File: config.mk
export PLATFORM = sky130hd
export DESIGN_NAME = demorgan2nd_sweep
export DESIGN_NICKNAME = d
export VERILOG_FILES = /design/src/rtl/demorgan_pkg.sv /design/src/rtl/demorgan2nd_pair.sv /design/src/rtl/demorgan2nd_sweep.sv
export SDC_FILE = /design/constraint.sdc
export NUM_CORES = 1
export LEC_CHECK = 0
export CAP_MARGIN = 20
export CORE_ASPECT_RATIO = 1.2
export CORE_MARGIN = 4
export CORE_UTILIZATION = 47
export CTS_CLUSTER_SIZE = 10
export DETAILED_ROUTE_END_ITERATION = 8
export PLACE_DENSITY = 0.75
export SLEW_MARGIN = 40
export SYNTH_ARGS = -nofsm -noshare
export SYNTH_HDL_FRONTEND = slang
export SYNTH_SLANG_ARGS = --single-unit
File: constraint.sdc
create_clock -name clk -period 2 [get_ports clk]
set_input_delay 0.4 -clock clk [delete_from_list [all_inputs] [get_ports clk]]
set_output_delay 0.4 -clock clk [all_outputs]
set_load 0.005 [all_outputs]
File: src/rtl/demorgan_pkg.sv
// Shared types and sizing helpers for the De Morgan second-law sweep.
// The sweep walks all 2**(2*WIDTH) operand pairs; the error counter must hold 0..N.
package demorgan_pkg;

  typedef enum logic [1:0] {IDLE, RUN, DRAIN, DONE} state_t;

  function automatic int num_vec(input int width);
    return 1 << (2 * width);
  endfunction

  function automatic int cnt_width(input int width);
    return 2 * width + 1;
  endfunction

endpackage

File: src/rtl/demorgan2nd_pair.sv
// Combinational pair of the two forms of De Morgan's second law for one operand pair.
module demorgan2nd_pair #(
  parameter int WIDTH = 4
) (
  input  logic [WIDTH-1:0] a,
  input  logic [WIDTH-1:0] b,
  output logic [WIDTH-1:0] nor_f,
  output logic [WIDTH-1:0] and_f
);

  assign nor_f = ~(a | b);
  assign and_f = ~a & ~b;

endmodule

File: src/rtl/demorgan2nd_sweep.sv
// Exhaustive sweep of ~(a|b) == ~a & ~b: FSM, vector counter, two-stage
// compare pipeline, and mismatch counter driving pass/done LEDs.
module demorgan2nd_sweep
  import demorgan_pkg::*;
#(
  parameter  int WIDTH = 4,
  localparam int CW    = cnt_width(WIDTH)
) (
  input  logic             clk,
  input  logic             rst,
  input  logic             start,
  input  logic             fault_inj,
  output logic             busy,
  output logic             done,
  output logic             pass,
  output logic [CW-1:0]    err_cnt,
  output logic [WIDTH-1:0] a_out,
  output logic [WIDTH-1:0] b_out,
  output logic [WIDTH-1:0] nor_out,
  output logic [WIDTH-1:0] and_out
);

  localparam int              N         = num_vec(WIDTH);
  localparam int              IW        = 2 * WIDTH;
  localparam logic [IW-1:0]   IDX_LAST  = '1;
  localparam logic [CW-1:0]   ERR_MAX   = CW'(N);
  localparam logic [WIDTH-1:0] FAULT_BIT = WIDTH'(1);

  state_t           state, state_nxt;
  logic [IW-1:0]    idx;
  logic             v1, v2;
  logic             issue;
  logic [WIDTH-1:0] nor_f, and_f;

  assign issue = (state == RUN);
  assign busy  = (state == RUN) || (state == DRAIN);
  assign done  = (state == DONE);

  demorgan2nd_pair #(.WIDTH(WIDTH)) u_pair (
    .a     (idx[IW-1:WIDTH]),
    .b     (idx[WIDTH-1:0]),
    .nor_f (nor_f),
    .and_f (and_f)
  );

  // NOTE: sequential state uses non-blocking assignments so every register
  // samples pre-edge values, independent of statement order.
  always_ff @(posedge clk or posedge rst) begin
    if (rst) state <= IDLE;
    else     state <= state_nxt;
  end

  // NOTE: next state gets a default before the case so no path leaves it
  // unassigned, which would otherwise infer a latch.
  always_comb begin
    state_nxt = state;
    unique case (state)
      IDLE:  if (start) state_nxt = RUN;
      RUN:   if (idx == IDX_LAST) state_nxt = DRAIN;
      // v2 && !v1: the last issued vector has just been counted.
      DRAIN: if (v2 && !v1) state_nxt = DONE;
      DONE:  state_nxt = IDLE;
      default: state_nxt = IDLE;
    endcase
  end

  always_ff @(posedge clk or posedge rst) begin
    if (rst) begin
      idx     <= '0;
      v1      <= 1'b0;
      v2      <= 1'b0;
      a_out   <= '0;
      b_out   <= '0;
      nor_out <= '0;
      and_out <= '0;
      err_cnt <= '0;
      pass    <= 1'b0;
    end else begin
      v1 <= issue;
      v2 <= v1;

      if (state == IDLE && start) begin
        idx     <= '0;
        err_cnt <= '0;
        pass    <= 1'b0;
      end

      // Stage 1 loads only on issue so the display holds the last vector.
      if (issue) begin
        idx     <= idx + 1'b1;
        a_out   <= idx[IW-1:WIDTH];
        b_out   <= idx[WIDTH-1:0];
        nor_out <= nor_f;
        and_out <= and_f ^ (fault_inj ? FAULT_BIT : '0);
      end

      if (v1 && (nor_out != and_out) && (err_cnt != ERR_MAX))
        err_cnt <= err_cnt + 1'b1;

      if (state == DRAIN && state_nxt == DONE)
        pass <= (err_cnt == '0);
    end
  end

endmodule

* Word level (Yosys, flattened, before mapping) *
Index checks and enable logic that the tools add are counted.

operators by class
  add/sub/neg operators = 2
  equality and inequality tests = 7
  multiplexer cells = 11
  bitwise logic cells = 6
  reductions and logical operators = 12

operators with widths
  cell                                                              number
  9-bit two-way mux                                                 2
  8-bit two-way mux                                                 2
  4-bit inverter                                                    3
  9-bit by 1-bit adder with 9-bit output (second input constant)    1
  9-bit zero test                                                   1
  9-bit != test (second input constant)                             1
  8-bit by 1-bit adder with 8-bit output (second input constant)    1
  8-bit == test (second input constant)                             1
  2-bit one-hot mux with 4 select lines                             1
  2-bit == test (second input constant)                             3
  2-bit two-way mux                                                 3
  2-bit nonzero test                                                3
  1-bit logical AND                                                 5
  4-bit bitwise AND                                                 1
  4-bit != test                                                     1
  4-bit bitwise OR                                                  1
  4-bit by 1-bit bitwise XOR with 4-bit output                      1
  1-bit two-way mux                                                 3
  2-bit by 1-bit == test with 1-bit output (second input constant)  1
  2-bit zero test                                                   1
  1-bit zero test                                                   1
  1-bit logical OR                                                  1

word-level totals
  register bits = 38
  input port bits = 4
  output and inout bits = 28
  logic and storage cells = 48

* Logic depth before layout (Yosys ltp) *
Gate-level depths: netlist (run 1).

  word-level depth = 7
  mapped depth = 7
  gate-level depth less buffers = 6

* Cells and area by module *
A second synthesis (run 1) with hierarchy kept.

second synthesis, totals
  cell total of the unflattened synthesis = 184
  area total of the unflattened synthesis = 1978.1 µm²

by module, submodules not included
  module             instances  cells each  area an instance (µm²)  sequential area each (µm²)
  demorgan2nd_sweep  1          176         1933.1                  950.9
  demorgan2nd_pair   1          8           45.0                    0.0

* Worst setup path after synthesis (run 1) *
No wires, ideal clock.

  path type = flip-flop to flip-flop
  from = register err_cnt[0]
  to = register err_cnt[5]
  arrival = 1772 ps
  slack = 104 ps
  stages on the path, launching flop included = 7
  path buffers = 0
  clock period less this slack = 1896 ps
  cells stage by stage = dfrtp_1 -> inv_1 -> ha_1 -> or4b_4 -> o211a_4 -> and3_1 -> a211o_1

on the way
  cells in the longest elaborated chain, start to end = 3
  elaborated cells on any way between the ends = 5
  those cells by class = add/sub: 1; eq/ne: 1; mux: 1; reduce/logical: 2

ends and longest elaborated chain
  what                                                                            line                     text
  start, declared                                                                 demorgan2nd_sweep.sv:16  output logic [CW-1:0] err_cnt,
  start signal, assigned                                                          demorgan2nd_sweep.sv:98  err_cnt <= err_cnt + 1'b1;
  branches (longest 3 deep; another with 9-bit by 1-bit adder with 9-bit output)  n/a

Parallel ways; which one is timed is not known.
A chain may end at the register's enable or synchronous reset.

* Worst setup path after layout (run 1) *
  from = register state[1]
  to = output busy

on the way
  cells in the longest elaborated chain, start to end = 2
  elaborated cells on any way between the ends = 3
  those cells by class = eq/ne: 2; reduce/logical: 1

ends and longest elaborated chain
  what                                                                       line                     text
  start, declared                                                            demorgan2nd_sweep.sv:29  state_t state, state_nxt;
  start signal, assigned                                                     demorgan2nd_sweep.sv:50  else state <= state_nxt;
  2-bit by 1-bit == test with 1-bit output or 2-bit == test (tied branches)  demorgan2nd_sweep.sv:36  assign busy = (state == RUN) || (state == DRAIN);
  1-bit logical OR (*)                                                       demorgan2nd_sweep.sv:36
  end, declared                                                              demorgan2nd_sweep.sv:13  output logic busy,

Mark *: on every way between the ends. The rest lies on a longest branch, timed or not.

==> results_dict.tcl, run 1 <==
set metrics [dict create \
    min_period_over_period_pct 96.4 \
    finalHoldViolCount 0 \
    path_clk_slew_ps 70 \
    cts_tree "done" \
    cts_root_buf "clkbuf_8" \
    drt_wl_total_um 3760 \
    fin_cells 261 \
    fp.dieW_um 64.6 \
    io_pins 32 \
    syn_inst 164 \
    layout_common_cells "dfrtp_1, clkdlybuf4s50_1, buf_4" \
    hold_class "flip-flop to flip-flop" \
    die_y_um 75.9 \
    cts.path.max_buffers 2 \
    power.total_w 0.00172 \
    synth_seq_cells 35 \
    antenna_found_initial 0 \
    syn_area_um2 1800 \
    placed_cells 252 \
    synth-seq-area-share_pct 48.5 \
    hold_start "v1" \
    vias_per_cell 5.32 \
    final_nets 221 \
    grt_pass1_vias 1442 \
    critPathMaxFanout 5 \
    synth_ff_type "dfrtp_1" \
    min_period_ps 1930 \
    core_area_um2 3660 \
    drtIter0Drc 34 \
    multi_input_area_um2 863 \
    reg2reg_from "err_cnt[1]" \
    avgSynthCellArea_um2 11.0 \
    cts_num_sinks 35 \
    path_class "flip-flop to output port" \
    synth_edf_count 0 \
    synth_cell_types 38 \
    grt_start_max_net_pins 36 \
    fmax_ghz 0.519 \
    finalSetupTns_ps 0 \
    drive_above_1_share_pct 21.1 \
    rsz0062_at_grt "false" \
    irDropWorstVdd_mv 0.395 \
    fillers 316 \
    crit_path_start_kind "flip-flop" \
    power_leakage_nw 1.09 \
    ys_warn_count 0 \
    numCtsBuffers 5 \
    gp_congestion 0.849 \
    drv_slew 0 \
    vias 1389 \
    rows 24 \
    power.density_nw_per_um2 736 \
    wire_per_inst_um 14.4 \
    seqCellArea_um2 877 \
    grt_use_total_pct 17.1 \
    synth_nets 177 \
    drc 0 \
    status "completed" \
    postRouteAntennaNets 0 \
    cp_data_arrival_time_ps 1530 \
    worstPathRequired_ps 1600 \
    syn_to_final_growth_pct 29.7 \
    initial_utilization_pct 49.2 \
    cp-end-kind "output port" \
    grt-ovfl-total 0 \
    dp_hpwl_um 2800 \
    holdBufCountCts 0 \
    grt_first_pass_wirelength_um 6430 \
    dieArea_um2 4900 \
    max-cap-violations 0 \
    maxSlewHeadroom_pct 70.2 \
    critPathMaxStageDelay_ps 490 \
    slowest_stage "clkdlybuf4s50_1" \
    first_pass_iters 4 \
    setup.worst_path.start "state[1]" \
    htreeDepth 2 \
    finalSetupViolations 0 \
    skew_ps 8.89 \
    port_buffers 31 \
    final_common_cell "dfrtp_1" \
    tightest_slew_ps 447 \
    clk_latency_ps 290 \
    num_antenna_cells 0 \
    async_flop_share_pct 100 \
    crit_chain "inv_2 > ha_1 > clkdlybuf4s50_1" \
]
## metrics by stage
step / hold slack [ps] / cell area (um^2) / setup WS, ps / util [%]
5_1_grt: 533 / 2340 / 4.52 / 63.9
3_3_place_gp: 486 / 2230 / 157 / 60.9
3_5_place_dp: 477 / 2230 / 111 / 60.9
4_1_cts: 504 / 2330 / 10.7 / 63.7
2_1_floorplan: 440 / 1800 / 104 / -
6_report: 502 / 2340 / 72.2 / 63.9
## worst max-delay path: cells and delay by family (launching register included)
family | cells | cell delay (ps)
buffers and inverters | 2 | 550
DFF | 1 | 410
adders and majority gates | 1 | 270
## synthesized netlist by cell type, types with 2 or more instances
| master | instances | area share [%] |
|---|---|---|
| nand4_1 | 2 | 0.69 |
| or4b_4 | 2 | 1.5 |
| nand3_1 | 13 | 3.6 |
| nand2_1 | 13 | 2.7 |
| a211o_1 | 6 | 2.9 |
| o21ai_0 | 7 | 1.9 |
| nor2_1 | 6 | 1.2 |
| mux2i_1 | 3 | 1.7 |
| xor2_1 | 3 | 1.5 |
| nor3_1 | 6 | 1.7 |
| nor3b_1 | 2 | 0.83 |
| dfrtp_1 | 35 | 49 |
| inv_1 | 5 | 1.0 |
| a21oi_1 | 3 | 0.83 |
| ha_1 | 9 | 6.2 |
| clkbuf_1 | 3 | 0.62 |
| o211ai_1 | 2 | 0.83 |
| mux2_2 | 12 | 7.5 |
| and3_1 | 8 | 2.8 |
| o31ai_1 | 2 | 0.83 |
| buf_4 | 4 | 1.7 |
| xnor2_1 | 2 | 0.97 |
## flip-flops by register name, summed over array words and instances, names as in the netlist
register,count
pass,1
v1,1
v2,1
b_out,4
a_out,4
state,2
and_out,3
idx,8
err_cnt,9
nor_out,2
## report_power, final
part | total, W | internal (W) | switching [W]
Combinational | 0.000381 | 0.000212 | 0.000169
Sequential | 0.000784 | 0.000753 | 0.0000305
Clock | 0.000558 | 0.000314 | 0.000244
## final timing paths
check	depth (start not counted)	slack (ps)	to
min in group asynchronous	3	510	err_cnt[7]
worst max-delay path	3	70	busy
max in group asynchronous	3	1150	state[1]
worst max register to register	6	120	err_cnt[5]
worst min register to register	0	500	v2
worst min-delay path	0	500	v2
## metal layers
layer / global-route usage [%] / part of all wire, %
met2: 32.5 / 54
met3: 4.28 / 4.7
met1: 18.9 / 40
met4: 5.63 / 1.3
met5: 0 / 0
## repair_timing
item | 4_1_cts | 5_1_grt
gates resized for setup | 1 | 1
endpoints found under the setup margin | 1 | 1
buffers inserted | 0 | 1
## logic make-up after synthesis
| family | count (synthesis) | share of synthesized area (%) |
|---|---|---|
| adder cells (fa/ha/maj) | 9 | 6.24 |
| AND/OR/NAND/NOR | 59 | 17.8 |
| flip-flops | 35 | 48.5 |
| AO/OA/AOI/OAI | 28 | 12.3 |
| multiplexers | 15 | 9.15 |
| buffers and inverters | 13 | 3.61 |
| XOR/XNOR | 5 | 2.43 |
## final cells by class
cell class              instances  share of cell area (%)
repair buffers                 45                    17.8
well taps                      52                    2.78
clock buffers                   8                    4.28
multi-input cells             116                    36.9
inverters                       5                   0.802
flip-flops and latches         35                    37.5
(Power assumes the default switching activity.)
==> inputs of run 2 (changes only) <==
- RECOVER_POWER: default -> 25
==> results_dict.tcl, run 2 (synthesis results as in run 1) <==
set metrics [dict create \
    numCtsBuffers 5 \
    ff2ff_setup_slack_ps 120 \
    p_sw_w 0.000444 \
    intPower_w 0.00128 \
    drc 0 \
    first_pass_iters 4 \
    power_leakage_nw 1.09 \
    drv_slew 0 \
    tightest_slew_ps 869 \
    min_period_over_period_pct 96.4 \
    antenna_found_initial 0 \
    initial_utilization_pct 49.2 \
    cts_num_sinks 35 \
    critPathBufInv 2 \
    placed_cell_area_um2 2230 \
    status "completed" \
    num_antenna_cells 0 \
    largest_register_ff_count 9 \
    critPathMaxFanout 5 \
    dp_hpwl_um 2800 \
    grt-ovfl-total 0 \
    core_area_um2 3660 \
    final_common_cell "dfrtp_1" \
    cts_tree "done" \
    fmax_ghz 0.519 \
    seqCellArea_um2 877 \
    io_pins 32 \
    grt_use_total_pct 17.1 \
    reg_top3 "err_cnt: 9 flops, idx: 8 flops" \
    hold_class "flip-flop to flip-flop" \
    cp-end-kind "output port" \
    regMostFlops "err_cnt" \
    cts.path.max_buffers 2 \
    irDropWorstVdd_mv 0.395 \
    min_period_ps 1930 \
    grt_first_pass_wirelength_um 6430 \
    drtIter0Drc 34 \
    maxSlewHeadroom_pct 42.1 \
    fin_area_um2 2340 \
    fillers 315 \
    swShare_pct 25.8 \
    worstPathRequired_ps 1600 \
    clk_latency_ps 290 \
    drt_wl_total_um 3760 \
    drive_above_1_share_pct 21.1 \
    rsz0062_at_grt "false" \
    holdBufCountCts 0 \
    rows 24 \
    die_y_um 75.9 \
    port_buffers 31 \
    syn_to_final_growth_pct 29.5 \
    layout_common_cells "dfrtp_1, clkdlybuf4s50_1, nand2_1, nand3_1, buf_4" \
    critPathMaxStageDelay_ps 490 \
    pwr-share-seq_pct 45.5 \
    path_clk_slew_ps 70 \
    grt_start_max_net_pins 36 \
    power.density_nw_per_um2 737 \
    crit_path_start_kind "flip-flop" \
    finalSetupViolations 0 \
    dieArea_um2 4900 \
    fp.dieW_um 64.6 \
    multi_input_area_um2 863 \
    grt_pass1_vias 1442 \
    final_nets 221 \
    clkPwrFrac_pct 32.4 \
    cts_root_buf "clkbuf_8" \
    crit_chain "inv_2 > ha_1 > clkdlybuf4s50_1" \
    gp_congestion 0.849 \
    htreeDepth 2 \
    cp_data_arrival_time_ps 1530 \
    slowest_stage "clkdlybuf4s50_1" \
    finalHoldViolCount 0 \
    vias 1389 \
    pwr-share-comb_pct 22.1 \
    max-cap-violations 0 \
    postRouteAntennaNets 0 \
    wire_per_inst_um 14.4 \
    skew_ps 8.89 \
    path_class "flip-flop to output port" \
    cp_top_family "buffers and inverters" \
    vias_per_cell 5.32 \
    finalSetupTns_ps 0 \
]
## run 2: power by group through the flow
stage                     clock [W]  sequential (W)  combinational [W]
final                      0.000558        0.000784           0.000380
after global routing       0.000599        0.000788           0.000424
after CTS                  0.000569        0.000783           0.000387
after detailed placement          0        0.000796           0.000384
after global placement            0        0.000793           0.000378
after floorplan                   0        0.000826           0.000151
## run 2: final timing paths
check | cells past startpoint | start | to
hold reg to reg | 0 | v1 | v2
setup / recovery | 3 | state[1] | busy
min in group asynchronous | 3 | rst | err_cnt[7]
max in group asynchronous | 3 | rst | state[1]
hold / removal | 0 | v1 | v2
setup reg to reg | 6 | err_cnt[1] | err_cnt[5]
## run 2: per-stage QoR
step | total power [W] | std cells | utilization, % | setup slack, ps | hold slack (ps)
after floorplan | 0.000977 | 164 | - | 104 | 440
after global placement | 0.00117 | 252 | 60.9 | 157 | 486
after detailed placement | 0.00118 | 252 | 60.9 | 111 | 477
after CTS | 0.00174 | 260 | 63.7 | 10.7 | 504
after global routing | 0.00181 | 261 | 63.8 | 4.52 | 533
final | 0.00172 | 261 | 63.8 | 72.2 | 502
## run 2: worst reg2reg max path, cell delays in order (launching register included)
cell,delay [ps]
dfrtp_1,380
inv_1,60
ha_1,120
or4b_4,480
o211a_4,300
and3_1,170
a211o_1,270
## run 2: routing by layer
metal	global-route usage, %	up-vias	wire length [um]
met2	32.5	38	2020
li1	-	675	-
met5	0	-	0
met1	18.9	670	1520
met4	5.63	0	50
met3	4.28	6	175
## run 2: area by class of cell
cell class / instances / share of cell area (%)
clock buffers: 8 / 4.28
inverters: 5 / 0.803
multi-input cells: 116 / 36.9
flip-flops and latches: 35 / 37.5
well taps: 52 / 2.78
repair buffers: 45 / 17.7
## run 2: repair_timing
item                       in CTS  in global routing
setup endpoints to repair       1                  1
gates resized for setup         1                  1
setup buffers                   0                  1
